===== config.mk =====
export PLATFORM = sky130hd
export DESIGN_NAME = ascon_dec_sched
export DESIGN_NICKNAME = d
export VERILOG_FILES = /design/src/rtl/ascon_dec_sched.sv
export SDC_FILE = /design/constraint.sdc
export NUM_CORES = 1
export LEC_CHECK = 0
export CELL_PAD_IN_SITES_DETAIL_PLACEMENT = 1
export CELL_PAD_IN_SITES_GLOBAL_PLACEMENT = 1
export CORE_ASPECT_RATIO = 1.5
export CORE_MARGIN = 2
export CORE_UTILIZATION = 36
export DETAILED_ROUTE_END_ITERATION = 10
export PLACE_DENSITY_LB_ADDON = 0.25
export SYNTH_ARGS = -nofsm -noshare
export SYNTH_HDL_FRONTEND = slang
export SYNTH_SLANG_ARGS = --single-unit

===== constraint.sdc =====
create_clock -name clk -period 2 [get_ports clk]
set_input_delay 0.5 -clock clk [delete_from_list [all_inputs] [get_ports clk]]
set_output_delay 0.5 -clock clk [all_outputs]
set_load 0.05 [all_outputs]

===== src/rtl/ascon_dec_sched.sv =====
// ascon_dec_sched: two-requester round-robin scheduler that time-shares one
// byte-serial Ascon decryption wrapper (grant, load window, start, drain).
// Optional feature macro: ASCON_SCHED_TIMEOUT_EN adds a RUN-state watchdog
// that aborts the job if core_ready does not arrive within TIMEOUT cycles.
module ascon_dec_sched #(
    parameter int AD_BYTES  = 10,
    parameter int CT_BYTES  = 10,
    parameter int KEY_BYTES = 16,
    parameter int TAG_BYTES = 16,
    parameter int TIMEOUT   = 4096
) (
    input  logic       clk,
    input  logic       rst,
    input  logic [1:0] req,
    output logic [1:0] gnt,
    output logic       load_en,
    output logic       core_rst,
    output logic       core_start,
    input  logic       core_ready,
    output logic       out_valid,
    output logic       out_last,
    output logic [1:0] done,
    output logic [1:0] err,
    output logic       busy
);

    localparam int MAX_KEY    = (KEY_BYTES > 16) ? KEY_BYTES : 16;
    localparam int MAX_DATA   = (AD_BYTES > CT_BYTES) ? AD_BYTES : CT_BYTES;
    localparam int LOAD_BEATS = ((MAX_KEY > MAX_DATA) ? MAX_KEY : MAX_DATA) + 1;
    localparam int OUT_BEATS  = (CT_BYTES > TAG_BYTES) ? CT_BYTES : TAG_BYTES;
    localparam int MAX_BEATS  = (LOAD_BEATS > OUT_BEATS) ? LOAD_BEATS : OUT_BEATS;
    localparam int CNT_W      = $clog2(MAX_BEATS + 1);

    localparam logic [2:0] S_IDLE  = 3'd0;
    localparam logic [2:0] S_LOAD  = 3'd1;
    localparam logic [2:0] S_RUN   = 3'd2;
    localparam logic [2:0] S_DRAIN = 3'd3;
    localparam logic [2:0] S_DONE  = 3'd4;

    logic [2:0]       state_q, state_d;
    logic [1:0]       gnt_q, gnt_d;
    logic [1:0]       done_q, done_d;
    logic [1:0]       err_q, err_d;
    logic             ptr_q, ptr_d;
    logic [CNT_W-1:0] cnt_q, cnt_d;
    logic [1:0]       pick;
    logic             inJob;
    logic             reqLost;
    logic             runTimeout;

`ifdef ASCON_SCHED_TIMEOUT_EN
    localparam int TMR_W = $clog2(TIMEOUT + 1);
    logic [TMR_W-1:0] tmr_q, tmr_d;

    // Watchdog counts RUN cycles; it restarts from zero on every RUN entry
    always_comb begin
        tmr_d = '0;
        if (state_q == S_RUN) begin
            tmr_d = tmr_q + TMR_W'(1);
        end
    end

    // Watchdog register
    always_ff @(posedge clk) begin
        if (rst) begin
            tmr_q <= '0;
        end else begin
            tmr_q <= tmr_d;
        end
    end

    assign runTimeout = (state_q == S_RUN) && !core_ready &&
                        (tmr_q == TMR_W'(TIMEOUT - 1));
`else
    assign runTimeout = 1'b0;
`endif

    // The pointer names the preferred requester; fall back to the other one
    assign pick = ptr_q ? (req[1] ? 2'b10 : 2'b01)
                        : (req[0] ? 2'b01 : 2'b10);

    assign inJob   = (state_q == S_LOAD) || (state_q == S_RUN) || (state_q == S_DRAIN);
    assign reqLost = inJob && ((req & gnt_q) == 2'b00);

    // Next-state logic: job sequencing, with abort overriding everything
    always_comb begin
        state_d = state_q;
        gnt_d   = gnt_q;
        done_d  = 2'b00;
        err_d   = 2'b00;
        ptr_d   = ptr_q;
        cnt_d   = cnt_q;
        case (state_q)
            S_IDLE: begin
                if (req != 2'b00) begin
                    gnt_d   = pick;
                    cnt_d   = '0;
                    state_d = S_LOAD;
                end
            end
            S_LOAD: begin
                if (cnt_q == CNT_W'(LOAD_BEATS - 1)) begin
                    cnt_d   = '0;
                    state_d = S_RUN;
                end else begin
                    cnt_d = cnt_q + CNT_W'(1);
                end
            end
            S_RUN: begin
                if (core_ready) begin
                    cnt_d   = '0;
                    state_d = S_DRAIN;
                end
            end
            S_DRAIN: begin
                if (cnt_q == CNT_W'(OUT_BEATS - 1)) begin
                    done_d  = gnt_q;
                    gnt_d   = 2'b00;
                    ptr_d   = gnt_q[0];
                    cnt_d   = '0;
                    state_d = S_DONE;
                end else begin
                    cnt_d = cnt_q + CNT_W'(1);
                end
            end
            S_DONE: begin
                state_d = S_IDLE;
            end
            default: begin
                gnt_d   = 2'b00;
                state_d = S_IDLE;
            end
        endcase
        if (reqLost || runTimeout) begin
            done_d  = 2'b00;
            err_d   = gnt_q;
            gnt_d   = 2'b00;
            ptr_d   = gnt_q[0];
            cnt_d   = '0;
            state_d = S_IDLE;
        end
    end

    // State registers with synchronous reset favouring requester 0
    always_ff @(posedge clk) begin
        if (rst) begin
            state_q <= S_IDLE;
            gnt_q   <= 2'b00;
            done_q  <= 2'b00;
            err_q   <= 2'b00;
            ptr_q   <= 1'b0;
            cnt_q   <= '0;
        end else begin
            state_q <= state_d;
            gnt_q   <= gnt_d;
            done_q  <= done_d;
            err_q   <= err_d;
            ptr_q   <= ptr_d;
            cnt_q   <= cnt_d;
        end
    end

    assign gnt        = gnt_q;
    assign load_en    = (state_q == S_LOAD);
    assign core_rst   = (state_q == S_IDLE) || (state_q == S_DONE);
    assign core_start = (state_q == S_RUN);
    assign out_valid  = (state_q == S_DRAIN);
    assign out_last   = (state_q == S_DRAIN) && (cnt_q == CNT_W'(OUT_BEATS - 1));
    assign done       = done_q;
    assign err        = err_q;
    assign busy       = (state_q != S_IDLE);

endmodule


==> results of run 1 <==
power by group:
group	switching, mW	total (mW)	internal (mW)
Sequential	0.0180	0.329	0.311
Clock	0.106	0.180	0.0741
Combinational	0.146	0.254	0.108
Total	0.270	0.763	0.493
synthesized netlist by cell type, types with 2 or more instances:
master / number
and2_1: 3
nand2_1: 7
nand3b_1: 3
nand3_1: 4
inv_1: 7
buf_4: 2
nand2b_1: 3
ha_1: 4
a21oi_1: 4
nor2_1: 13
a31oi_1: 3
nor2_2: 2
dfxtp_1: 15
and3_1: 2
mux2i_1: 3
worst min-delay path by stage:
stage                  to  cells after the start
floorplan           ptr_q                      2
global placement    ptr_q                      2
detailed placement  ptr_q                      2
CTS                 ptr_q                      2
global route        ptr_q                      2
finish              ptr_q                      2
timing repair:
action                     CTS  global route
setup buffers                5             3
pin swaps                    2             3
resized for setup           10             4
setup endpoints to repair    1             3
hold buffers                 0             0
cell type report:
class / instances / area (sq um) / share of cell area
clock inverters: 1 / 5.00 / 0.00414
well taps: 23 / 28.8 / 0.0238
multi-input cells: 68 / 499 / 0.413
flip-flops and latches: 15 / 303 / 0.250
inverters: 7 / 31.3 / 0.0259
repair buffers: 30 / 320 / 0.265
clock buffers: 3 / 22.5 / 0.0186
metrics by stage:
| step | area (sq um) | TNS (ps) |
|---|---|---|
| 6_report | 1210 | -121 |
| 5_1_grt | 1210 | -188 |
| 4_1_cts | 1170 | -141 |
| 3_5_place_dp | 1070 | -2.71 |
| 3_3_place_gp | 1070 | 0 |
| 2_1_floorplan | 815 | 0 |
cell families (layout without fill, tap and decap cells):
logic type | count (synthesis) | in the layout
AND/OR/NAND/NOR | 45 | 45
AO/OA/AOI/OAI | 16 | 16
flip-flops | 15 | 15
buffers and inverters | 11 | 41
adder cells (fa/ha/maj) | 4 | 4
multiplexers | 3 | 3
sequential cells by signal, summed over array words and instances (netlist names):
register and flops:
state_q 3, cnt_q 5, done 2, gnt 2, ptr_q 1, err 2
layer usage:
layer | vias up | GRT usage | share of wire
li1 | 382 | - | -
met1 | 396 | 0.206 | 0.37
met2 | 16 | 0.369 | 0.59
met3 | 2 | 0.0262 | 0.033
met4 | 0 | 0.0547 | 0.0064
met5 | - | 0 | 0
worst max-delay path: stages, from the launching register on:
cell	delay, ps
dfxtp_2	370
ha_4	160
nand3_4	90
inv_4	70
ha_4	130
nand2_2	60
or2_4	260
inv_4	70
buf_12	120
==> impl_results.md, run 1 <==
* Area of the die at between 0.002 and 0.003 sq mm
* CP endpoint kind: primary output
* Fin cells at approximately 150
* Worst Setup Slack, final at -121 ps
* CTS tree: built
* Die Y at 62.3 um
* Max VDD drop at around 0.30 mV
* Crit path required time at 1500 ps
* Clock Skews at roughly 2.8 ps
* CP endpoint: out_last
* Routed len/inst at roughly 17 um
* Pre-CTS setup slack at -2.71 ps
* Fin Hold WS at ~500 ps
* Slew HR at 0.667
* Largest net degree at the start of global routing at 11
* Global-route wire length before repair at about 4000 um
* Routed WL at approximately 2500 um
* R2R Setup Slk at roughly 90 ps
* Hold crit path type: flop to flop
* Num Clock Sinks at 15
* Detail Route Antenna Nets at 0
* Overflow after GRT at 0
* Xor/xnor share of the synthesized area at 0
* Post-synth EDFFs at 0
* Clk slew on worst S/H paths at roughly 100 ps
* Syn-to-layout area delta at 48.5%
* Starting density of the core at 0.373
* FF-to-FF path depth at 9
* Critical setup path kind: flop to primary output
* Fin crit share at 1.06
* # diodes at 0
* Synth cell types at 34
* Async set-reset flop share out of synthesis at 0
* RSZ-0062 raised after global routing: true
* Commonest non-fill, non-tap cell in the layout: buf_4
* H-tree levels at 1
* Worst skew pair latency at about 280 ps
* MaxCap Viol Count at 0
* CTS buffer count at 3
* Avg Cell Area, Syn at around 8.7 sq um
* Ranking of synthesized cells by area: dfxtp_1 37%, ha_1 6.1%, nor2_1 6.0%, mux2i_1 3.7%, inv_1 3.2%
* Post-Syn Nets at 103
* Post-synthesis simple-gate area fraction at 0.304
* Reg-to-Reg End: cnt_q[2]
* Final min period at roughly 2100 ps
* Largest family of logic cells by synthesized area: simple AND/OR/NAND/NOR gates
* Status: finished, violations left
* Crit Reg-Reg Startpoint: cnt_q[0]
* Core area at 0.00218 sq mm
* Proportion of netlist area held by the largest area contributor at 0.369
* Worst Path Arrival at 1620 ps
* Final Max Slew Viols at 0
* # IOs at 17
* Filler instances at between 200 and 300
* Synth Area in Compound Gates at 0.158
* Initial antenna violation count at 0
* DR vias/cell at around 5.4
* Root Buffer: clkbuf_4
* Ys Warns at 0
* Failing checks: setup timing
* Fin. Hold Viols at 0
* Worst-Margin Slew at about 500 ps
* Inst Count DP at 135
* Vias in the first global route at 860
* Seq/Total Area, Yosys at 0.369
* Number of port buffers at 16
* Crit. Startpoint: cnt_q[0]
* Overall routing resource usage at 0.192
* Synth Register Bits at 15
* Final setup fails at 1
* DR vias at about 800
* Post-synthesis mux area share at 0.0369
* PD cells at approximately 630 mW/mm^2
* Nets@finish at approximately 130
* Max Fclk at about 0.47 GHz
* Adder-cell share of the synthesized area at 0.0614
* Ys flop type: dfxtp_1
* Critical Path Source Type: flop
* Gate count after technology mapping at 94
* Worst hold start: ptr_q
* Fin util at 0.555
* CP Max Fanout at 2
* Total Power at approximately 760 uW
* Mapped Area at 815 sq um
* Most frequent cells in the layout: 16 x buf_4, 13 x nor2_1, 13 x dfxtp_1
* Drt first-iter violations at 9
* Fraction of layout instances using a drive strength above 1 at 0.339
* Die Width at roughly 43 um
* Num rows at 21
* GPL Wtd Cong at a little under 0.8
* DRC Markers at 0
* Clock buffer depth at 2
* Initial DRT Pass Iterations at 4
* HPWL Detailed at between 1500 and 2000 um
* Leak Pwr at 0.492 nW
* Yosys top cell by area: dfxtp_1
No activity file was read; power rests on OpenSTA's default activity.
==> run 2: changes to the inputs <==
--- a/config.mk
+++ b/config.mk
@@ -11,7 +11,9 @@
 export CORE_MARGIN = 2
 export CORE_UTILIZATION = 36
 export DETAILED_ROUTE_END_ITERATION = 10
-export PLACE_DENSITY_LB_ADDON = 0.25
+export GPL_TIMING_DRIVEN = 1
+export PLACE_DENSITY_LB_ADDON = 0.1
+export REMOVE_ABC_BUFFERS = 1
 export SYNTH_ARGS = -nofsm -noshare
 export SYNTH_HDL_FRONTEND = slang
 export SYNTH_SLANG_ARGS = --single-unit
==> impl_results.md, run 2 (synthesized netlist as in run 1, its figures left out) <==
* Status: finished, violations left
* Failing checks: setup timing
* PD cells at 624 mW/mm^2 (-1.0%)
* Starting density of the core at 0.373 (unchanged)
* Post-CTS Hold Fix Bufs at 0 (unchanged)
* Crit path required time at 1500 ps (about the same)
* Fraction of layout instances using a drive strength above 1 at 0.333 (-0.00538)
* Slew HR at 0.609 (-0.0578)
* Final Max Slew Viols at 0 (unchanged)
* Worst Path Arrival at 1590 ps (-30 ps)
* Critical Path Source Type: flop
* Routed WL at 2300 um (-8.6%)
* Area of the die at 0.00267 sq mm (unchanged)
* H-tree levels at 1 (unchanged)
* Commonest non-fill, non-tap cell in the layout: buf_4
* Critical setup path kind: flop to primary output
* Fin Hold WS at 500 ps (+2.39 ps)
* Area taken by flip-flops and latches at 303 sq um (unchanged)
* Worst-path cell chain: ha_4 > nand3_4 > inv_4 > ha_4 > nand2_2 > or2_4 > inv_4 > buf_12
* Initial DRT Pass Iterations at 4 (unchanged)
* Overflow after GRT at 0 (unchanged)
* Root Buffer: clkbuf_4
* Fin. Hold Viols at 0 (unchanged)
* CP Max Fanout at 2 (unchanged)
* Vias in the first global route at 815 (-5.2%)
* Pre-CTS setup slack at -22.5 ps (-19.8 ps)
* Number of port buffers at 16 (unchanged)
* Num rows at 21 (unchanged)
* Leak Pwr at 0.502 nW (+2.1%)
* Global-route wire length before repair at 3600 um (-9.9%)
* Max reg flops at 5 (unchanged)
* HPWL Detailed at 1670 um (-0.30%)
* GPL Wtd Cong at 0.772 (-2.2%)
* # diodes at 0 (unchanged)
* Max Fclk at 0.479 GHz (+1.5%)
* DRC Markers at 0 (unchanged)
* MaxCap Viol Count at 0 (unchanged)
* CTS buffer count at 3 (unchanged)
* Initial antenna violation count at 0 (unchanged)
* Core area at 0.00218 sq mm (unchanged)
* Worst-Margin Slew at 586 ps (+87.3 ps)
* Worst Setup Slack, final at -88.8 ps (+32.1 ps)
* Detail Route Antenna Nets at 0 (unchanged)
* Final setup fails at 1 (unchanged)
* Final non-filler cell area at 0.00119 sq mm (-1.4%)
* Routed len/inst at 15.8 um (-8.0%)
* Nets@finish at 133 (-0.75%)
* Filler instances at 262 (+1.6%)
* Max VDD drop at 0.391 mV (+30%)
* Num Clock Sinks at 15 (unchanged)
* DR vias/cell at 5.31 (-2.0%)
* Slowest CP cell: dfxtp_2
* Most frequent cells in the layout: 16 x buf_4, 13 x nor2_1, 13 x dfxtp_1
* Fin crit share at 1.04 (-0.0160)
* Regs by FF count: cnt_q (5), state_q (3)
* Placed cell area at 0.00105 sq mm (-1.9%)
* Worst path max stage delay at 360 ps (about the same)
* Clock buffer depth at 2 (unchanged)
* Hold crit path type: flop to flop
* CTS tree: built
* Worst hold path depth at 2 (unchanged)
* Drt first-iter violations at 23 (+14)
* Largest net degree at the start of global routing at 12 (+1)
* Clock Skews at 6.04 ps (+3.24 ps)
* Die Y at 62.3 um (unchanged)
* Worst skew pair latency at 300 ps (+20 ps)
* Final TNS setup at -88.8 ps (+32.1 ps)
* Clk slew on worst S/H paths at 100 ps (about the same)
* RSZ-0062 raised after global routing: true
* # IOs at 17 (unchanged)
* Largest Register: cnt_q
* Overall routing resource usage at 0.179 (-0.0135)
* CP endpoint kind: primary output
* Syn-to-layout area delta at 46.4%
* Die Width at 42.8 um (unchanged)
* Multi-input logic area at 499 sq um (unchanged)
* FF-to-FF path depth at 9 (unchanged)
* Total Power at 744 uW (-2.4%)
* DR vias at 775 (-2.6%)
* Final min period at 2090 ps (-32.1 ps)
-- run 2: changes by cell type in the layout (fill, tap and decap cells not counted) --
cell and delta:
clkdlybuf4s50_1 -1, buf_12 -1, dlymetal6s2s_1 +1
-- run 2: where the power goes --
part	internal [mW]	switching [mW]
sequential	0.311	0.0221
clock	0.0747	0.109
combinational	0.0931	0.134
-- run 2: final timing paths --
| check | end | from | slack, ps |
|---|---|---|---|
| setup / recovery | out_last | cnt_q[0] | -90 |
| hold / removal | ptr_q | ptr_q | 500 |
| setup reg to reg | cnt_q[2] | cnt_q[0] | 190 |
| hold reg to reg | ptr_q | ptr_q | 500 |
-- run 2: final cells by class --
| class | count | share of cell area |
|---|---|---|
| multi-input combinational | 68 | 0.419 |
| sequential | 15 | 0.254 |
| timing repair buffer | 29 | 0.254 |
| inverter | 7 | 0.0262 |
| tap | 23 | 0.0241 |
| clock buffer | 3 | 0.0189 |
| clock inverter | 1 | 0.00420 |
-- run 2: what timing repair did --
| action | 4_1_cts | 5_1_grt |
|---|---|---|
| gates resized for setup | 8 | 7 |
| endpoints found under the setup margin | 1 | 2 |
| setup buffers | 4 | 4 |
| pin swaps | 3 | 3 |
| cloned | 0 | 0 |
-- run 2: critical path: cells and delay by family, from the launching register on --
| kind | cells | cell delay (ps) |
|---|---|---|
| and+or+nand+nor | 3 | 390 |
| DFF | 1 | 360 |
| adders and majority gates | 2 | 290 |
| buffers and inverters | 3 | 260 |
-- run 2: metal layers --
| metal | wire, um | global-route usage | up-vias |
|---|---|---|---|
| met5 | 0 | 0 | - |
| met4 | 133 | 0.0977 | 0 |
| met3 | 77 | 0.0174 | 9 |
| met2 | 1220 | 0.331 | 18 |
| met1 | 866 | 0.186 | 373 |
| li1 | - | - | 375 |
-- run 2: stage by stage --
step / util / cells
2_1_floorplan: - / 90
6_report: 0.547 / 146
4_1_cts: 0.520 / 142
3_5_place_dp: 0.483 / 134
5_1_grt: 0.547 / 146
3_3_place_gp: 0.483 / 134
